===== src/rtl/alu_op_stage.sv =====
// Operand/flag staging stage around a 16-bit ALU.
// Latches operands from a shared bus while idle, drives the ALU for EXEC_CYCLES cycles,
// then registers the result and carry/zero flags and pulses result_valid for one cycle.
module alu_op_stage #(
  parameter int unsigned WIDTH       = 16,
  parameter int unsigned SEL_W       = 5,
  parameter int unsigned EXEC_CYCLES = 1
) (
  input  logic             clk,
  input  logic             rst_n,
  input  logic [WIDTH-1:0] bus_in,
  input  logic             load_a,
  input  logic             load_b,
  input  logic             op_valid,
  input  logic [SEL_W-1:0] op_sel,
  input  logic             use_carry,
  input  logic             clear_flags,
  output logic             op_ready,
  output logic [WIDTH-1:0] in_1,
  output logic [WIDTH-1:0] in_2,
  output logic [SEL_W-1:0] select,
  output logic             enable,
  output logic             carry_in,
  input  logic [WIDTH-1:0] alu_data,
  input  logic             alu_carry,
  input  logic             alu_zero,
  output logic [WIDTH-1:0] result,
  output logic             result_valid,
  output logic             flag_c,
  output logic             flag_z
);

  localparam int unsigned CntW = (EXEC_CYCLES > 1) ? $clog2(EXEC_CYCLES) : 1;
  localparam logic [CntW-1:0] CntLoad = CntW'(EXEC_CYCLES - 1);

  typedef enum logic [1:0] {StIdle, StExec, StDone} state_e;

  state_e           state_q, state_d;
  logic [CntW-1:0]  cnt_q, cnt_d;
  logic [WIDTH-1:0] in_1_q, in_1_d;
  logic [WIDTH-1:0] in_2_q, in_2_d;
  logic [SEL_W-1:0] select_q, select_d;
  logic             carry_in_q, carry_in_d;
  logic [WIDTH-1:0] result_q, result_d;
  logic             flag_c_q, flag_c_d;
  logic             flag_z_q, flag_z_d;
  logic             capture;

  // Next-state: operand/opcode capture in idle, execute countdown, result/flag capture.
  always_comb begin
    state_d    = state_q;
    cnt_d      = cnt_q;
    in_1_d     = in_1_q;
    in_2_d     = in_2_q;
    select_d   = select_q;
    carry_in_d = carry_in_q;
    result_d   = result_q;
    capture    = 1'b0;

    unique case (state_q)
      StIdle: begin
        if (load_a) in_1_d = bus_in;
        if (load_b) in_2_d = bus_in;
        if (op_valid) begin
          select_d   = op_sel;
          // Uses the flag as it stands before any same-cycle clear_flags.
          carry_in_d = use_carry & flag_c_q;
          cnt_d      = CntLoad;
          state_d    = StExec;
        end
      end
      StExec: begin
        if (cnt_q == '0) begin
          result_d = alu_data;
          capture  = 1'b1;
          state_d  = StDone;
        end else begin
          cnt_d = cnt_q - CntW'(1);
        end
      end
      StDone: begin
        state_d = StIdle;
      end
      default: begin
        state_d = StIdle;
      end
    endcase

    // A capture on the same edge as clear_flags takes priority.
    if (capture) begin
      flag_c_d = alu_carry;
      flag_z_d = alu_zero;
    end else if (clear_flags) begin
      flag_c_d = 1'b0;
      flag_z_d = 1'b0;
    end else begin
      flag_c_d = flag_c_q;
      flag_z_d = flag_z_q;
    end
  end

  // State and datapath registers, cleared asynchronously.
  always_ff @(posedge clk or negedge rst_n) begin
    if (!rst_n) begin
      state_q    <= StIdle;
      cnt_q      <= '0;
      in_1_q     <= '0;
      in_2_q     <= '0;
      select_q   <= '0;
      carry_in_q <= 1'b0;
      result_q   <= '0;
      flag_c_q   <= 1'b0;
      flag_z_q   <= 1'b0;
    end else begin
      state_q    <= state_d;
      cnt_q      <= cnt_d;
      in_1_q     <= in_1_d;
      in_2_q     <= in_2_d;
      select_q   <= select_d;
      carry_in_q <= carry_in_d;
      result_q   <= result_d;
      flag_c_q   <= flag_c_d;
      flag_z_q   <= flag_z_d;
    end
  end

  // Outputs decoded from registered state; op_ready stays low while reset is held.
  always_comb begin
    op_ready     = (state_q == StIdle) & rst_n;
    enable       = (state_q == StExec);
    result_valid = (state_q == StDone);
    in_1         = in_1_q;
    in_2         = in_2_q;
    select       = select_q;
    carry_in     = carry_in_q;
    result       = result_q;
    flag_c       = flag_c_q;
    flag_z       = flag_z_q;
  end

endmodule


===== config.mk =====
export PLATFORM = sky130hd
export DESIGN_NAME = alu_op_stage
export DESIGN_NICKNAME = d
export VERILOG_FILES = /design/src/rtl/alu_op_stage.sv
export SDC_FILE = /design/constraint.sdc
export NUM_CORES = 1
export LEC_CHECK = 0
export CAP_MARGIN = 10
export CORE_UTILIZATION = 37
export DETAILED_ROUTE_END_ITERATION = 10
export PLACE_DENSITY = 0.84
export SETUP_SLACK_MARGIN = 0.15
export SYNTH_ARGS = -nofsm -noshare
export SYNTH_HDL_FRONTEND = slang
export SYNTH_SLANG_ARGS = --single-unit

===== constraint.sdc =====
create_clock -name clk -period 1.63 [get_ports clk]
set_clock_uncertainty 0.2 [all_clocks]
set_input_delay 0.326 -clock clk [delete_from_list [all_inputs] [get_ports clk]]
set_output_delay 0.326 -clock clk [all_outputs]
set_load 0.005 [all_outputs]

==> run metrics, run 1 <==
run status complete, but fails checks; violations in the final reports negative hold slack, negative setup slack; Worst R2R Setup Slack -0.22 ns; FF+latch area 1451 sq um; unrepaired setup endpoints after global routing true; data required time at the worst endpoint 1.63 ns; Worst EP arrival ~1.9 ns; overall die height 81.33 um; die area 6615 sq um; distinct cell type count after synthesis 15; final routed DRC violation total 0; Hold Crit Class input port to asynchronous set/reset pin; number of levels in the clock H-tree 3; portion of the post-synthesis area used by sequential elements 0.6233; top area cells in the synthesized netlist dfrtp_1 (62%), mux2_2 (16%), mux2_4 (13%); CTS buffer count 9; Die X 81.33 um; Final Critical Period approximately 1.8 ns; clock input transition at the sequential cells of the worst setup and hold paths 0.06 ns; number of slew-limit violations in the final report 0; mean cell area of the mapped netlist 17.64 sq um; Core Area 5991 sq um; largest family of logic cells by synthesized area multiplexers; R2R cell count 7; fill cell instance count of the final layout 447; share of final-layout standard cells stronger than drive strength 1 0.4628; category of the worst setup path capture point flip-flop; Worst-Margin Slew 0.7264 ns; Iter 0 DRT Violations 54; Post-Synthesis Net Count ~180; final critical-path setup slack -0.2164 ns; clock insertion delay at the later pin of the skew report 0.32 ns; post-route clock period utilization 1.133; Buffers on Ports ~100; Final Hold Viols 37; Cell Area, Synth 2328 sq um; area fraction in and, or, nand and nor cells after synthesis 0.03976; Area growth, synth to finish 79.26%; post-layout instance area 4174 sq um; multiplexer area fraction after synthesis 0.3025; global-route wire length before repair 8832 um; number of antenna-violating nets in the routed design 0; Root Buffer clkbuf_8; largest net degree at the start of global routing 59; sum of negative setup slack -7.378 ns; combined area of the multi-input logic cells just under 900 sq um; number of warnings reported in the yosys synthesis log 0; clock tree from TritonCTS built; Top Ports 105; leftover overflow at the end of global routing 0; count of hold buffers inserted by post-cts repair 0; Post-layout nets 340; power per standard cell area between 1000 and 1500 nW/um^2; number of clock sinks seen by CTS between 50 and 60; fraction of synthesized cell area taken by the top area cell type 0.6233; critical path fanouts, max 8; startpoint type of the worst setup path flip-flop; All-Layer GR Usage 0.1855; library cell with the largest summed area after synthesis dfrtp_1; GP Congestion 0.6364; xor and xnor fraction of the mapped netlist area 0; Critical R2R Capture in_2[5]; clock buffer depth 2; maximum capacitance violations 0; Avg Vias per Cell 4.547; total via count in the routed design about 1700; worst hold margin -0.03050 ns; critical setup path kind flip-flop to flip-flop; vias in the first global route 1823; Total Wirelength 5730 um; detailed placer's ending HPWL 3627 um; Leakage slightly below 0.002 uW; gate count after technology mapping 132; floorplan row count 28; peak ir drop on the vdd network 0.7733 mV; Initial DRT Pass Iterations 4; Routed WL per cell 15.44 um; worst relative slew slack 0.5157; synthesized flop and latch total 58; final setup vio count 54; antenna diode instance count 0; Max Fclk 0.5416 GHz; fraction of the mapped netlist area in adder cells 0; number of antenna violations at the first check in global routing 0; post-synthesis compound-gate area fraction 0; post-place instance area 3532 sq um; launch instance of the worst register-to-register path state_q[0]; effective utilization at floorplan 0.3887
## synth_stat cells
master,count
nor2b_1,3
inv_1,3
buf_4,1
buf_6,1
buf_12,2
nor3b_1,1
mux2_2,34
mux2_1,1
nor3b_4,3
nand2b_1,1
mux2_4,20
buf_2,2
mux2i_1,1
nand2_1,1
dfrtp_1,58
## flip-flops by register name, summed over array words and instances, names as in the netlist
name,count
carry_in,1
flag_c,1
flag_z,1
in_1,16
in_2,16
result,16
select,5
state_q,2
## cell families (layout without fill, tap and decap cells)
group,Yosys count,count (layout)
AND/OR/NAND/NOR,9,9
flip-flops,58,58
buffers and inverters,9,173
multiplexers,56,56
## per-layer routing
layer | up-vias | part of all wire | track usage | wire [um]
li1 | 783 | - | - | -
met1 | 825 | 0.40 | 0.2200 | 2305
met2 | 70 | 0.51 | 0.3017 | 2904
met3 | 9 | 0.077 | 0.06629 | 440
met4 | 0 | 0.014 | 0.08036 | 78
met5 | - | 0 | 0 | 0
## worst max-delay path, cell delays in order, from the launching register on
cell and delay, ns:
dfrtp_1 0.41, buf_6 0.13, buf_6 0.10, buf_6 0.11, nor3b_4 0.19, buf_4 0.15, buf_12 0.13, mux2_4 0.30
## placed cells by master, fill, tap and decap left out
cell type	n
buf_4	31
clkbuf_1	2
buf_12	4
mux2_4	37
buf_2	4
inv_2	1
clkdlybuf4s15_1	48
buf_8	1
mux2i_1	1
inv_1	2
clkbuf_2	7
buf_6	13
buf_16	4
nand2_1	1
clkbuf_8	11
clkbuf_16	1
nor3b_2	1
nand2b_4	1
mux2_2	18
nor3b_4	3
nor2b_1	3
clkdlybuf4s50_1	44
dfrtp_1	58
## how the worst max path moves through the flow
stage          startpoint        to  cells after the start
2_1_floorplan  state_q[1]   in_1[0]                      4
3_3_place_gp       load_a  in_1[10]                      4
3_5_place_dp       load_a   in_1[8]                      4
4_1_cts        state_q[0]   in_2[8]                      7
5_1_grt        state_q[0]    enable                      6
6_report       state_q[0]   in_2[5]                      7
## metrics by stage
stage | instances | hold WS (ns) | utilization | power [uW] | worst slack (ns)
after global routing | 371 | 0.05741 | 0.6967 | 5411 | -0.2644
after floorplan | 132 | -0.1696 | - | 2699 | -0.01874
after detailed placement | 317 | 0.2835 | 0.5896 | 3789 | -0.2578
after global placement | 317 | 0.2728 | 0.5896 | 3731 | -0.2226
after CTS | 365 | 0.0007936 | 0.6878 | 5137 | -0.2146
final | 371 | -0.03050 | 0.6967 | 5138 | -0.2164
## final cells by class
type	count	share of cell area
Clock buffer	13	0.03807
Inverter	3	0.002698
Multi-Input combinational cell	65	0.2092
Timing Repair Buffer	157	0.3798
Sequential cell	58	0.3477
Tap cell	75	0.02248
## power by group
| group | internal, uW | switching, uW | total, uW |
|---|---|---|---|
| logic | 1400 | 576 | 1980 |
| registers | 1830 | 220 | 2050 |
| clock network | 611 | 494 | 1100 |
## what timing repair did
item	in CTS	in global routing
gates resized for setup	154	17
gates cloned	4	1
buffers inserted	31	5
endpoints found under the setup margin	115	69
pin swaps	2	2
Note: power is estimated with default switching activity, not from simulation.
==> inputs of run 2 (changes only) <==
--- a/config.mk
+++ b/config.mk
@@ -9,7 +9,6 @@
 export CORE_UTILIZATION = 37
 export DETAILED_ROUTE_END_ITERATION = 10
 export PLACE_DENSITY = 0.84
-export SETUP_SLACK_MARGIN = 0.15
 export SYNTH_ARGS = -nofsm -noshare
 export SYNTH_HDL_FRONTEND = slang
 export SYNTH_SLANG_ARGS = --single-unit
==> run 2 against run 1 <==
Net effect: the flow finishes with violations (negative setup slack); critical path depth decreased by 1; register-to-register slack improved by 0.11 ns; utilization decreased by 5.2 points; flip-flop and latch count unchanged; cell count decreased by 5.9%; die area unchanged; wire length decreased by 10%; setup slack improved by 0.11 ns; clock-buffer cell count unchanged; clock power increased by 12%; sequential share of layout area increased by 2.8 points; largest power group unchanged; highest routed layer unchanged.
==> run metrics, run 2 (same netlist as run 1, synthesis figures left out) <==
number of levels in the clock H-tree 3 (unchanged); floorplan row count 28 (unchanged); Critical Path, Cell by Cell buf_6, buf_6, nor3b_4, buf_6, buf_12, mux2_4; clock buffer depth 2 (unchanged); Final Critical Period 1.734 ns (-0.1122 ns); run status complete, but fails checks; category of the worst setup path capture point flip-flop; clock tree from TritonCTS built; number of antenna-violating nets in the routed design 0 (unchanged); Final Hold Viols 0 (-100%); number of clock sinks seen by CTS 58 (unchanged); switching part of the total 0.2496 (-0.001349); CTS buffer count 9 (unchanged); critical path's slowest cell dfrtp_1; Max Fclk 0.5767 GHz (+6.5%); P_int 3670 uW (-4.6%); largest net degree at the start of global routing 59 (unchanged); global routing met2 resource utilization 0.2608 (-0.04083); logic gate share of total power 0.333 (-0.052); met1 demand-to-capacity share in global routing 0.2117 (-0.008266); Root Buffer clkbuf_8; startpoint type of the worst setup path flip-flop; critical path fanouts, max 8 (unchanged); All-Layer GR Usage 0.1692 (-0.01622); clock input transition at the sequential cells of the worst setup and hold paths 0.06 ns (about the same); global-route wire length before repair 8079 um (-8.5%); share of final-layout standard cells stronger than drive strength 1 0.3832 (-0.07963); number of antenna violations at the first check in global routing 0 (unchanged); unrepaired setup endpoints after global routing true; post-route non-filler standard cell count 349 (-5.9%); effective utilization at floorplan 0.3887 (unchanged); leftover overflow at the end of global routing 0 (unchanged); critical setup path kind flip-flop to flip-flop; sum of negative setup slack -2.862 ns (+4.515 ns); Area growth, synth to finish 65.77%; Iter 0 DRT Violations 75 (+39%); power per standard cell area 1267 nW/um^2 (+2.9%); Post-layout nets 316 (-7.1%); antenna diode instance count 0 (unchanged); GP Congestion 0.6843 (+7.5%); fraction of power consumed by the clock network 0.251 (+0.036); Die X 81.33 um (unchanged); commonest non-fill, non-tap cells in the layout dfrtp_1 (58), dlygate4sd2_1 (56), clkdlybuf4s50_1 (44); worst relative slew slack 0.5332 (+0.01748); total power consumption of the routed design 4890 uW (-4.8%); data required time at the worst endpoint 1.64 ns (about the same); P_sw 1221 uW (-5.3%); Buffers on Ports 104 (unchanged); Worst-Margin Slew 0.7002 ns (-0.02622 ns); most common library cell in the layout ignoring fill and taps dfrtp_1; largest stage delay on the critical path 0.41 ns (about the same); Top Ports 105 (unchanged); clock insertion delay at the later pin of the skew report 0.32 ns (about the same); highest-utilization routing layer at the global route stage met2; Hold Crit Class flip-flop to flip-flop; final routed DRC violation total 0 (unchanged); violations in the final reports negative setup slack; Leakage 0.001850 uW (-5.5%); Avg Vias per Cell 4.599 (+1.1%); Total Wirelength 5150 um (-10%); peak ir drop on the vdd network 0.6502 mV (-16%); Routed WL per cell 14.76 um (-4.5%); maximum capacitance violations 0 (unchanged); final setup vio count 38 (-30%); final critical-path setup slack -0.1041 ns (+0.1122 ns); detailed placer's ending HPWL 3432 um (-5.4%); Worst EP arrival 1.74 ns (-0.11 ns); post-route clock period utilization 1.064 (-0.06885); Seq pwr share 0.416 (+0.016); Initial DRT Pass Iterations 4 (unchanged); vias in the first global route 1761 (-3.4%); total via count in the routed design 1605 (-4.9%); overall die height 81.33 um (unchanged); cell type with the highest occurrence count on the critical path buf_6; post-placement worst setup slack -0.2677 ns (-0.009891 ns); die area 6615 sq um (unchanged); number of slew-limit violations in the final report 0 (unchanged); Core Area 5991 sq um (unchanged); met3 Usage GRT 0.05169 (-0.01461); count of placed standard cells including taps 316 (-0.32%)
==> run 2: per-layer routing <==
metal	wire [um]	up-vias
li1	-	736
met1	2311	791
met2	2371	71
met3	389	7
met4	78	0
met5	0	-
==> run 2: worst paths after layout <==
check,start,to,slack (ns),cells after the start
hold / removal,result[5],result[5],0.30,1
setup / recovery,state_q[1],in_2[2],-0.10,6
min in group asynchronous,rst_n,in_2[14],0.51,3
setup reg to reg,state_q[1],in_2[2],-0.10,6
hold reg to reg,result[5],result[5],0.30,1
max in group asynchronous,rst_n,flag_z,0.25,3
==> run 2: worst max-delay path, delay by kind of cell, from the launching register on <==
kind | cells | cell delay, ns
buffers and inverters | 4 | 0.53
flip-flops | 1 | 0.41
multiplexers | 1 | 0.30
AND/OR/NAND/NOR | 1 | 0.17
==> run 2: timing repair <==
action,in CTS,in global routing
resized for setup,79,14
hold buffers,1,0
endpoints found under the setup margin,77,40
pin swaps,1,1
endpoints found under the hold margin,58,0
setup buffers,16,0
gates cloned,1,0
==> run 2: power by group through the flow <==
stage          Sequential [uW]  Combinational [uW]  Clock (uW)
2_1_floorplan             2080                 604           0
5_1_grt                   2090                1760        1330
6_report                  2040                1630        1230
3_3_place_gp              2060                1640           0
4_1_cts                   2030                1600        1260
3_5_place_dp              2080                1670           0
==> run 2: stage by stage <==
step / util / instance area (sq um) / hold WS (ns)
5_1_grt: 0.6443 / 3860 / 0.3131
2_1_floorplan: - / 2332 / -0.1696
3_3_place_gp: 0.5838 / 3497 / 0.2818
3_5_place_dp: 0.5838 / 3497 / 0.2950
4_1_cts: 0.6353 / 3806 / 0.3028
6_report: 0.6443 / 3860 / 0.2986
==> run 2: cell type report <==
| class | instances | area [sq um] |
|---|---|---|
| well taps | 75 | 93.84 |
| clock buffers | 13 | 178.9 |
| multi-input cells | 65 | 865.8 |
| inverters | 3 | 11.26 |
| repair buffers | 133 | 1249 |
| clock inverters | 2 | 10.01 |
| fillers | 470 | 2131 |
| flip-flops and latches | 58 | 1451 |
